--- src/rtl/blowfish_pkg.sv ---
// blowfish_pkg -- constants and helpers shared by the Blowfish-style
// encryption and decryption cores.
//   P_INIT     : 18-entry pi-digit table (P-array seed and S-box seeds)
//   NUM_ROUNDS : Feistel round count
//   bf_state_e : iterative core sequencing states
//   key_word   : 32-bit word j of the 448-bit key, word 0 at the MSB end
//   p_entry    : P[i] = P_INIT[i] ^ K[i mod 14]
//   sbox       : ROM-less S-box Sn(v) = rotl(P_INIT[n], v[4:0]) ^ {4{v}}
package blowfish_pkg;

  localparam int NUM_ROUNDS = 16;

  localparam logic [31:0] P_INIT [0:17] = '{
    32'h243F6A88, 32'h85A308D3, 32'h13198A2E, 32'h03707344,
    32'hA4093822, 32'h299F31D0, 32'h082EFA98, 32'hEC4E6C89,
    32'h452821E6, 32'h38D01377, 32'hBE5466CF, 32'h34E90C6C,
    32'hC0AC29B7, 32'hC97C50DD, 32'h3F84D5B5, 32'hB5470917,
    32'h9216D5D9, 32'h8979FB1B
  };

  typedef enum logic [1:0] {
    IDLE  = 2'd0,
    ROUND = 2'd1,
    FINAL = 2'd2
  } bf_state_e;

  function automatic logic [31:0] rotl32(input logic [31:0] v, input logic [4:0] s);
    logic [63:0] d;
    // Upper half of the doubled word shifted left is the rotate.
    d = {v, v} << s;
    return d[63:32];
  endfunction

  function automatic logic [31:0] key_word(input logic [447:0] key, input logic [3:0] j);
    logic [447:0] sh;
    sh = key >> (32 * (13 - int'(j)));
    return sh[31:0];
  endfunction

  function automatic logic [31:0] p_entry(input logic [447:0] key, input logic [4:0] idx);
    logic [3:0] j;
    // 14 key words cycle over 18 P entries.
    j = (idx >= 5'd14) ? 4'(idx - 5'd14) : idx[3:0];
    return P_INIT[idx] ^ key_word(key, j);
  endfunction

  function automatic logic [31:0] sbox(input int n, input logic [7:0] v);
    return rotl32(P_INIT[n], v[4:0]) ^ {4{v}};
  endfunction

endpackage

--- src/rtl/blowfish_f.sv ---
// blowfish_f -- combinational Feistel F function, shared with the encryption core.
//   x_i [31:0] : round input {a, b, c, d}, a is the MSB byte
//   f_o [31:0] : ((S0(a) + S1(b)) ^ S2(c)) + S3(d), adds mod 2^32
module blowfish_f
  import blowfish_pkg::*;
(
  input  logic [31:0] x_i,
  output logic [31:0] f_o
);

  logic [31:0] s0, s1, s2, s3;

  assign s0  = sbox(0, x_i[31:24]);
  assign s1  = sbox(1, x_i[23:16]);
  assign s2  = sbox(2, x_i[15:8]);
  assign s3  = sbox(3, x_i[7:0]);
  assign f_o = ((s0 + s1) ^ s2) + s3;

endmodule

--- src/rtl/blowfish_decryption_main_code.sv ---
// blowfish_decryption_main_code -- iterative 16-round Blowfish-style block
// decryptor, one round per clock, 18 cycles per block.
//   clk        : rising-edge clock
//   rst        : asynchronous active-high reset
//   start      : block request, sampled only while idle
//   pt  [63:0] : ciphertext in, {xL, xR}
//   key [448:0]: key; bits [447:0] used, bit 448 ignored
//   ct  [63:0] : recovered block, registered, held until the next completion
//   busy       : high from accepted start until completion
//   done       : one-cycle pulse on the edge that updates ct
module blowfish_decryption_main_code
  import blowfish_pkg::*;
(
  input  logic         clk,
  input  logic         rst,
  input  logic         start,
  input  logic [63:0]  pt,
  input  logic [448:0] key,
  output logic [63:0]  ct,
  output logic         busy,
  output logic         done
);

  localparam logic [3:0] LAST_ROUND = 4'(NUM_ROUNDS - 1);

  bf_state_e    state_q, state_d;
  logic [3:0]   round_q, round_d;
  logic [31:0]  xl_q, xl_d, xr_q, xr_d;
  logic [447:0] key_q, key_d;
  logic [63:0]  ct_q, ct_d;
  logic         done_q, done_d;

  logic [31:0]  p_round, xl_p, f_out;
  logic         unused_key_msb;

  assign unused_key_msb = key[448];

  // Round r consumes P[17-r]; the P-array is never stored, only muxed.
  assign p_round = p_entry(key_q, 5'd17 - {1'b0, round_q});
  assign xl_p    = xl_q ^ p_round;

  blowfish_f u_f (
    .x_i (xl_p),
    .f_o (f_out)
  );

  always_comb begin
    // NOTE: every always_comb output gets a default first so no path leaves it unassigned (no latch).
    state_d = state_q;
    round_d = round_q;
    xl_d    = xl_q;
    xr_d    = xr_q;
    key_d   = key_q;
    ct_d    = ct_q;
    done_d  = 1'b0;
    unique case (state_q)
      IDLE: begin
        if (start) begin
          state_d = ROUND;
          round_d = '0;
          xl_d    = pt[63:32];
          xr_d    = pt[31:0];
          key_d   = key[447:0];
        end
      end
      ROUND: begin
        // xL ^= P; xR ^= F(xL); swap -- folded into one register update.
        xl_d    = xr_q ^ f_out;
        xr_d    = xl_p;
        round_d = round_q + 4'd1;
        if (round_q == LAST_ROUND) state_d = FINAL;
      end
      FINAL: begin
        // Undoing the last swap puts xR_q in the left half; then whiten with P[0]/P[1].
        ct_d    = {xr_q ^ p_entry(key_q, 5'd0), xl_q ^ p_entry(key_q, 5'd1)};
        done_d  = 1'b1;
        state_d = IDLE;
      end
      default: state_d = IDLE;
    endcase
  end

  always_ff @(posedge clk or posedge rst) begin
    if (rst) begin
      state_q <= IDLE;
      round_q <= '0;
      xl_q    <= '0;
      xr_q    <= '0;
      key_q   <= '0;
      ct_q    <= '0;
      done_q  <= 1'b0;
    end else begin
      // NOTE: non-blocking assignments so every register samples pre-edge values.
      state_q <= state_d;
      round_q <= round_d;
      xl_q    <= xl_d;
      xr_q    <= xr_d;
      key_q   <= key_d;
      ct_q    <= ct_d;
      done_q  <= done_d;
    end
  end

  assign ct   = ct_q;
  assign done = done_q;
  assign busy = (state_q != IDLE);

endmodule

--- config.mk ---
export PLATFORM = sky130hd
export DESIGN_NAME = blowfish_decryption_main_code
export DESIGN_NICKNAME = d
export VERILOG_FILES = /design/src/rtl/blowfish_pkg.sv /design/src/rtl/blowfish_f.sv /design/src/rtl/blowfish_decryption_main_code.sv
export SDC_FILE = /design/constraint.sdc
export NUM_CORES = 2
export LEC_CHECK = 0
export ABC_AREA = 1
export CAP_MARGIN = 5
export CORE_MARGIN = 4
export CORE_UTILIZATION = 51
export DETAILED_ROUTE_END_ITERATION = 6
export PLACE_DENSITY = 0.82
export SYNTH_ARGS = -nofsm -noshare
export SYNTH_HDL_FRONTEND = slang
export SYNTH_SLANG_ARGS = --single-unit
--- constraint.sdc ---
create_clock -name clk -period 30.6 [get_ports clk]
set_clock_uncertainty 0.1 [all_clocks]
set_input_delay 6.12 -clock clk [delete_from_list [all_inputs] [get_ports clk]]
set_output_delay 6.12 -clock clk [all_outputs]
set_load 0.005 [all_outputs]
Yosys cells after proc, flatten, opt, wreduce, memory -nomap -nowiden
Memories as Yosys holds them, arrays and structs flattened.
Index checks and enable logic that the tools add are counted.
Storage, ports and cells
  bits in registers: 583
  bits in read-only memories: 1024
  bits of input ports: 516
  output and inout port bits: 66
  logic and storage cells: 58
  memories: 1
Cells by class
  $add $sub $neg: 6
  order comparisons: 2
  equality and inequality tests: 5
  shift operators: 5
  muxes and demuxes: 13
  bitwise gates (word level): 13
  reduce and logical (&&, ||, !) cells: 6
Memories
  (no name shown): depth 32, bits a word 32, read ports 1, clocked after Yosys merged registers in 0, write ports 0, RTL line blowfish_pkg.sv:44  | return P_INIT[idx] ^ key_word(key, j);
Operators by type and width (number)
  $shr A448 B32 Y32: 1
  $xor A32 B32 Y32: 10
  $mux W32: 4
  $pmux W32 S2: 2
  $add A32 B32 Y32: 2
  $shl A58 B5 Y64 const A: 1
  $shl A61 B5 Y64 const A: 1
  $shl A62 B5 Y64 const A: 1
  $shl A64 B5 Y64 const A: 1
  $not A14 Y14: 1
  $not A13 Y13: 1
  $mux W4: 2
  $pmux W4 S2: 1
  $ge A6 B6 Y1 const B: 1
  $not A5 Y6: 1
  $reduce_and A2 Y1: 3
  $ge A5 B4 Y1 const B: 1
  $sub A4 B4 Y5 const A: 1
  $sub A5 B4 Y5 const A: 1
  $add A4 B1 Y4 const B: 1
  $eq A4 B4 Y1 const B: 1
  $mux W2: 2
  $ne A2 B2 Y1 const B: 2
  $pmux W2 S2: 1
  other kinds (6): 7

Longest topological paths before layout
  depth in word-level cells: 14
  depth in mapped cells: 63
  mapped depth without buffers: 57

By module
Synthesis repeated with hierarchy kept, for this count alone.
Unflattened totals
  cell total of the unflattened synthesis: 5689
  area, all modules: 38101.5 um^2
Modules (own cells, without submodules)
  blowfish_decryption_main_code: times used 1, cells an instance 4115, area each 29560.9 um^2
  blowfish_f: times used 1, cells an instance 1574, area each 8540.7 um^2

Least setup slack after synthesis
No wires, ideal clock.
  path type: flip-flop to flip-flop
  start: register round_q[1]
  end: register xl_q[30]
  arrival time: 8.726 ns
  data required time: 30.367 ns
  slack: 21.641 ns
  cell stages (with the launch flop): 54
  period minus slack after synthesis: 8.959 ns
  cell sequence: dfrtp_1 > buf_2 > inv_1 > ha_1 > inv_1 > nand2_1 > nand3_4 > nand3_4 > nand2_4 > inv_2 > buf_4 > buf_4 > buf_4 > buf_2 > ha_1 > clkbuf_1 > buf_1 > buf_1 > [... 18 more ...] > a31oi_1 > o21ai_0 > a31oi_1 > o21ai_0 > xnor2_1 > xor2_1 > ha_1 > nand2_1 > nor4_1 > nand3_1 > nand3_1 > nand3_1 > nand2_1 > a211oi_1 > nand2_1 > nand2_1 > o221ai_1 > o21ai_0
On the way
  longest elaborated chain between the ends: 14
  elaborated cells on any way between the ends: 25
  classes of those cells: 5 x add/sub; 1 x order compare; 5 x shift; 4 x mux; 9 x bitwise; 1 x memory
RTL lines
  from (decl): RTL line blowfish_decryption_main_code.sv:27  | logic [3:0] round_q, round_d;
  from (signal assigned): RTL line blowfish_decryption_main_code.sv:95  | round_q <= round_d;
  $sub A5 B4 Y5 (*): RTL line blowfish_decryption_main_code.sv:39  | assign p_round = p_entry(key_q, 5'd17 - {1'b0, round_q});
  $sub A4 B4 Y4, or another cell as far along: RTL line blowfish_pkg.sv:43  | j = (idx >= 5'd14) ? 4'(idx - 5'd14) : idx[3:0];
  $mux W4 / $mem_v2 Z32 W32 (equally long branches)
  $sub A4 B4 Y5 / $mux W32 (equally long branches): RTL line blowfish_pkg.sv:36, blowfish_pkg.sv:44
  $shr A448 B32 Y32 / $mux W32 (equally long branches): RTL line blowfish_pkg.sv:36, blowfish_pkg.sv:44
  $xor A32 B32 Y32 (*): RTL line blowfish_pkg.sv:44
  $xor A32 B32 Y32 (*): RTL line blowfish_decryption_main_code.sv:40  | assign xl_p = xl_q ^ p_round;
  $shl A62 B5 Y64 / $shl A64 B5 Y64 (equally long branches): RTL line blowfish_pkg.sv:30  | d = {v, v} << s;
  $xor A32 B32 Y32: RTL line blowfish_pkg.sv:48  | return rotl32(P_INIT[n], v[4:0]) ^ {4{v}};
  $add A32 B32 Y32: RTL line blowfish_f.sv:17  | assign f_o = ((s0 + s1) ^ s2) + s3;
  $xor A32 B32 Y32: RTL line blowfish_f.sv:17
  $add A32 B32 Y32 (*): RTL line blowfish_f.sv:17
  $xor A32 B32 Y32 (*): RTL line blowfish_decryption_main_code.sv:68  | xl_d = xr_q ^ f_out;
  $pmux W32 S2 (*): RTL line blowfish_decryption_main_code.sv:56  | unique case (state_q)
  to (signal assigned): RTL line blowfish_decryption_main_code.sv:96  | xl_q <= xl_d;
  to (decl): RTL line blowfish_decryption_main_code.sv:28  | logic [31:0] xl_q, xl_d, xr_q, xr_d;
Every way passes the cells marked *; elsewhere a longest branch is shown, timed or not. The select of a mux whose other input is x is not followed.
A chain may end at the register's enable or synchronous reset.

Worst setup path after layout
Same ends and word-level chain as after synthesis.

==> qor.yml <==
outcome:
  status: "finished clean"
min_path:
  worstHoldStart: "key_q[265]"
  worst_hold_path_type: "flip-flop to flip-flop"
  hold_path_depth: 2
  holdPathEnd: "key_q[265]"
floorplan:
  start_util: 0.5179
  fp.dieH_um: 278.4
  ios: 582
  die_x_um: 278.4
  die-area_mm2: 0.07748
  placementRows: 98
  core_mm2: 0.07198
synth:
  yosysUniqueCellTypes: 59
  syn_inst: 5269
  syn_area_mm2: 0.03728
  synth-edff-count: 0
  yosys_register_bits: 583
  syn_nets: 5884
  async_flop_share: 1.000
  synth_top_area_cell: "dfrtp_1"
  netlist_top_cells_area: "dfrtp_1 (39%), nand2_1 (23%), o21ai_0 (6.3%)"
  yosys_warnings: 0
  netlist.area_leader.share: 0.3914
  syn_avg_cell_area_um2: 7.075
  synth-main-ff-cell: "dfrtp_1"
  ys_seq_area_frac: 0.3914
finish:
  final_layout_size_suffix_gt1_frac: 0.03648
  ff_latch_area_mm2: 0.01459
  fillers: 6347
  synthToLayoutAreaGrowth_pct: 22.01
  nets: 6270
  multi_input_comb_area_mm2: 0.02032
drt:
  drt_iter0_markers: 4703
  vias: 38171
  finalWirelength_mm: 153.9
  wl_met3_mm: 13.90
  wire_per_inst_um: 23.06
  drtAntennaViolNets: 0
  wl_met1_mm: 61.49
  highest_layer: "met5"
  drc: 0
  wl_met2_mm: 69.08
  avgViaCountPerCell: 5.719
  firstDrtPassIters: 6
setup_path:
  required_ns: 30.98
  cpMaxStageDelayCell: "dfrtp_1"
  worst_setup_path_end_kind: "flip-flop"
  r2r_start: "round_q[1]"
  rrSetupSlack_ns: 17.65
  reg2reg_to: "xl_q[30]"
  cpMostUsedCell: "nand2_1"
  arrival_ns: 13.33
  crit_fanout: 54
  r2r.worst_path.cells: 45
  cp.buffers_inverters: 8
  critPathLaunchType: "flip-flop"
  worst-setup-path-type: "flip-flop to flip-flop"
  path_delay_family: "compound AO/OA/AOI/OAI gates"
  max_stage_delay_ns: 0.81
global_routing:
  grtUsageTotal: 0.3835
  grt_max_degree: 220
  grt_pass1_wl_mm: 226.6
  grt_pass1_vias: 36121
  antenna_found_initial: 26
  grt.overflow.total: 0
cts:
  ctsResizeCount: 0
  htreeDepth: 2
  clkTransAtPathRegs_ns: 0.07
  clock_latency_ns: 0.67
  clock_sinks: 583
  cts_tree: "built"
  cts_hold_buf: 0
  cts_root_buf: "clkbuf_16"
  cts_buffer_depth: 3
  cts_setup_buffers: 0
  cts_inserted_buffers: 61
placement:
  dp_hpwl_mm: 115.7
  gp_congestion: 0.9852
  io_buffer_count: 580
sta:
  finalCritPeriodShare: 0.4231
  hold_viol_final: 0
  fmax_mhz: 77.23
  timing.setup.tns_ns: 0
  period_minus_slack_ns: 12.95
  slew-limit-headroom: 0.1625
  final-setup-viol-count: 0
  rsz0062_at_grt: "no"
  worstMarginPinSlew_ns: 1.256
  slew_violations: 0
job:
  drv_cap: 0
## cell families after synthesis
family / synth area share
fa+ha+maj: 0.03363
mux: 0.006176
buf+inv: 0.06485
compound gates: 0.1319
simple gates: 0.2992
xor+xnor: 0.07290
flops: 0.3914
## cells in the final DEF (no fill, tap or decap), types with 4 or more instances in the layout
cell                n
nand3b_1           14
o211ai_1           93
inv_2              20
clkbuf_8           10
xor2_1            208
clkinv_1            5
o21bai_1            4
or2_1               5
clkdlybuf4s50_1   580
o2111ai_1          19
o22ai_1            15
nand2_1          2303
o31ai_1             5
nor3_1             16
nand2_2            16
a21oi_1           134
nor2_1            161
clkbuf_1           14
o21ai_1            48
nand3_1           247
dfrtp_1           582
inv_1             254
o311ai_0            7
a31oi_1            31
o21ai_0           469
diode_2            24
mux2i_1            23
nor4_1              6
ha_1               96
buf_4              40
xnor2_1            88
nand4_1            23
nand2_4             6
o221ai_1           25
bufinv_16           6
clkbuf_16          62
clkinv_2            8
## synthesized netlist by cell type (69+ instances only)
cell / count
inv_1: 258
o21ai_0: 469
a21oi_1: 134
o211ai_1: 93
nor2_1: 163
xor2_1: 208
dfrtp_1: 583
xnor2_1: 88
clkbuf_1: 187
buf_2: 69
nand3_1: 247
ha_1: 97
nand2_1: 2306
## metal layers
| layer | vias up | GRT usage |
|---|---|---|
| met5 | - | 0 |
| met4 | 6 | 0.2028 |
| met3 | 334 | 0.07793 |
| met2 | 1969 | 0.5989 |
| met1 | 18104 | 0.5056 |
| li1 | 17758 | - |
## cell type report
type                            count  area share
Antenna cell                       24    0.001320
Clock buffer                       86     0.03829
Clock inverter                     23    0.007345
Inverter                          283     0.02377
Multi-Input combinational cell   4103      0.4468
Sequential cell                   583      0.3208
Tap cell                          950     0.02613
Timing Repair Buffer              623      0.1356
## registers in the layout (all words and copies together) (netlist names)
signal and count:
ct 64, xl_q 32, xr_q 32, done 1, round_q 4, key_q 448, state_q 2
## how the worst max path moves through the flow
stage / slack (ns) / startpoint / end / cells after the start
5_1_grt: 16.84 / round_q[1] / xl_q[29] / 52
3_3_place_gp: 18.06 / round_q[1] / xl_q[29] / 52
6_report: 17.65 / round_q[1] / xl_q[30] / 45
2_1_floorplan: 8.07 / rst / ct[0] / 1
3_5_place_dp: 17.96 / round_q[1] / xl_q[29] / 49
4_1_cts: 17.87 / round_q[1] / xl_q[29] / 51
## through the flow
| stage | setup slack, ns | utilization | cells | area, um2 | hold WS, ns |
|---|---|---|---|---|---|
| after CTS | 17.87 | 0.6311 | 6651 | 45420 | 0.3760 |
| final | 17.65 | 0.6319 | 6675 | 45480 | 0.3776 |
| after detailed placement | 17.96 | 0.6023 | 6542 | 43350 | 0.3599 |
| after global placement | 18.06 | 0.6023 | 6542 | 43350 | 0.3580 |
| after global routing | 16.84 | 0.6318 | 6672 | 45480 | 0.3889 |
| after floorplan | 8.067 | - | 5269 | 37280 | 0.3436 |
## worst register-to-register path: cells and delay by family (launching register included)
| kind | cells | cell delay (ns) |
|---|---|---|
| AOI/OAI and AO/OA | 15 | 3.73 |
| DFF | 1 | 0.81 |
| buffers and inverters | 8 | 2.00 |
| xor gates and xnor gates | 3 | 1.00 |
| adders and majority gates | 5 | 1.73 |
| and+or+nand+nor | 14 | 3.40 |
Power is not shown: default switching activity piles up to over one toggle a cycle in this logic, so the estimate is an artifact.
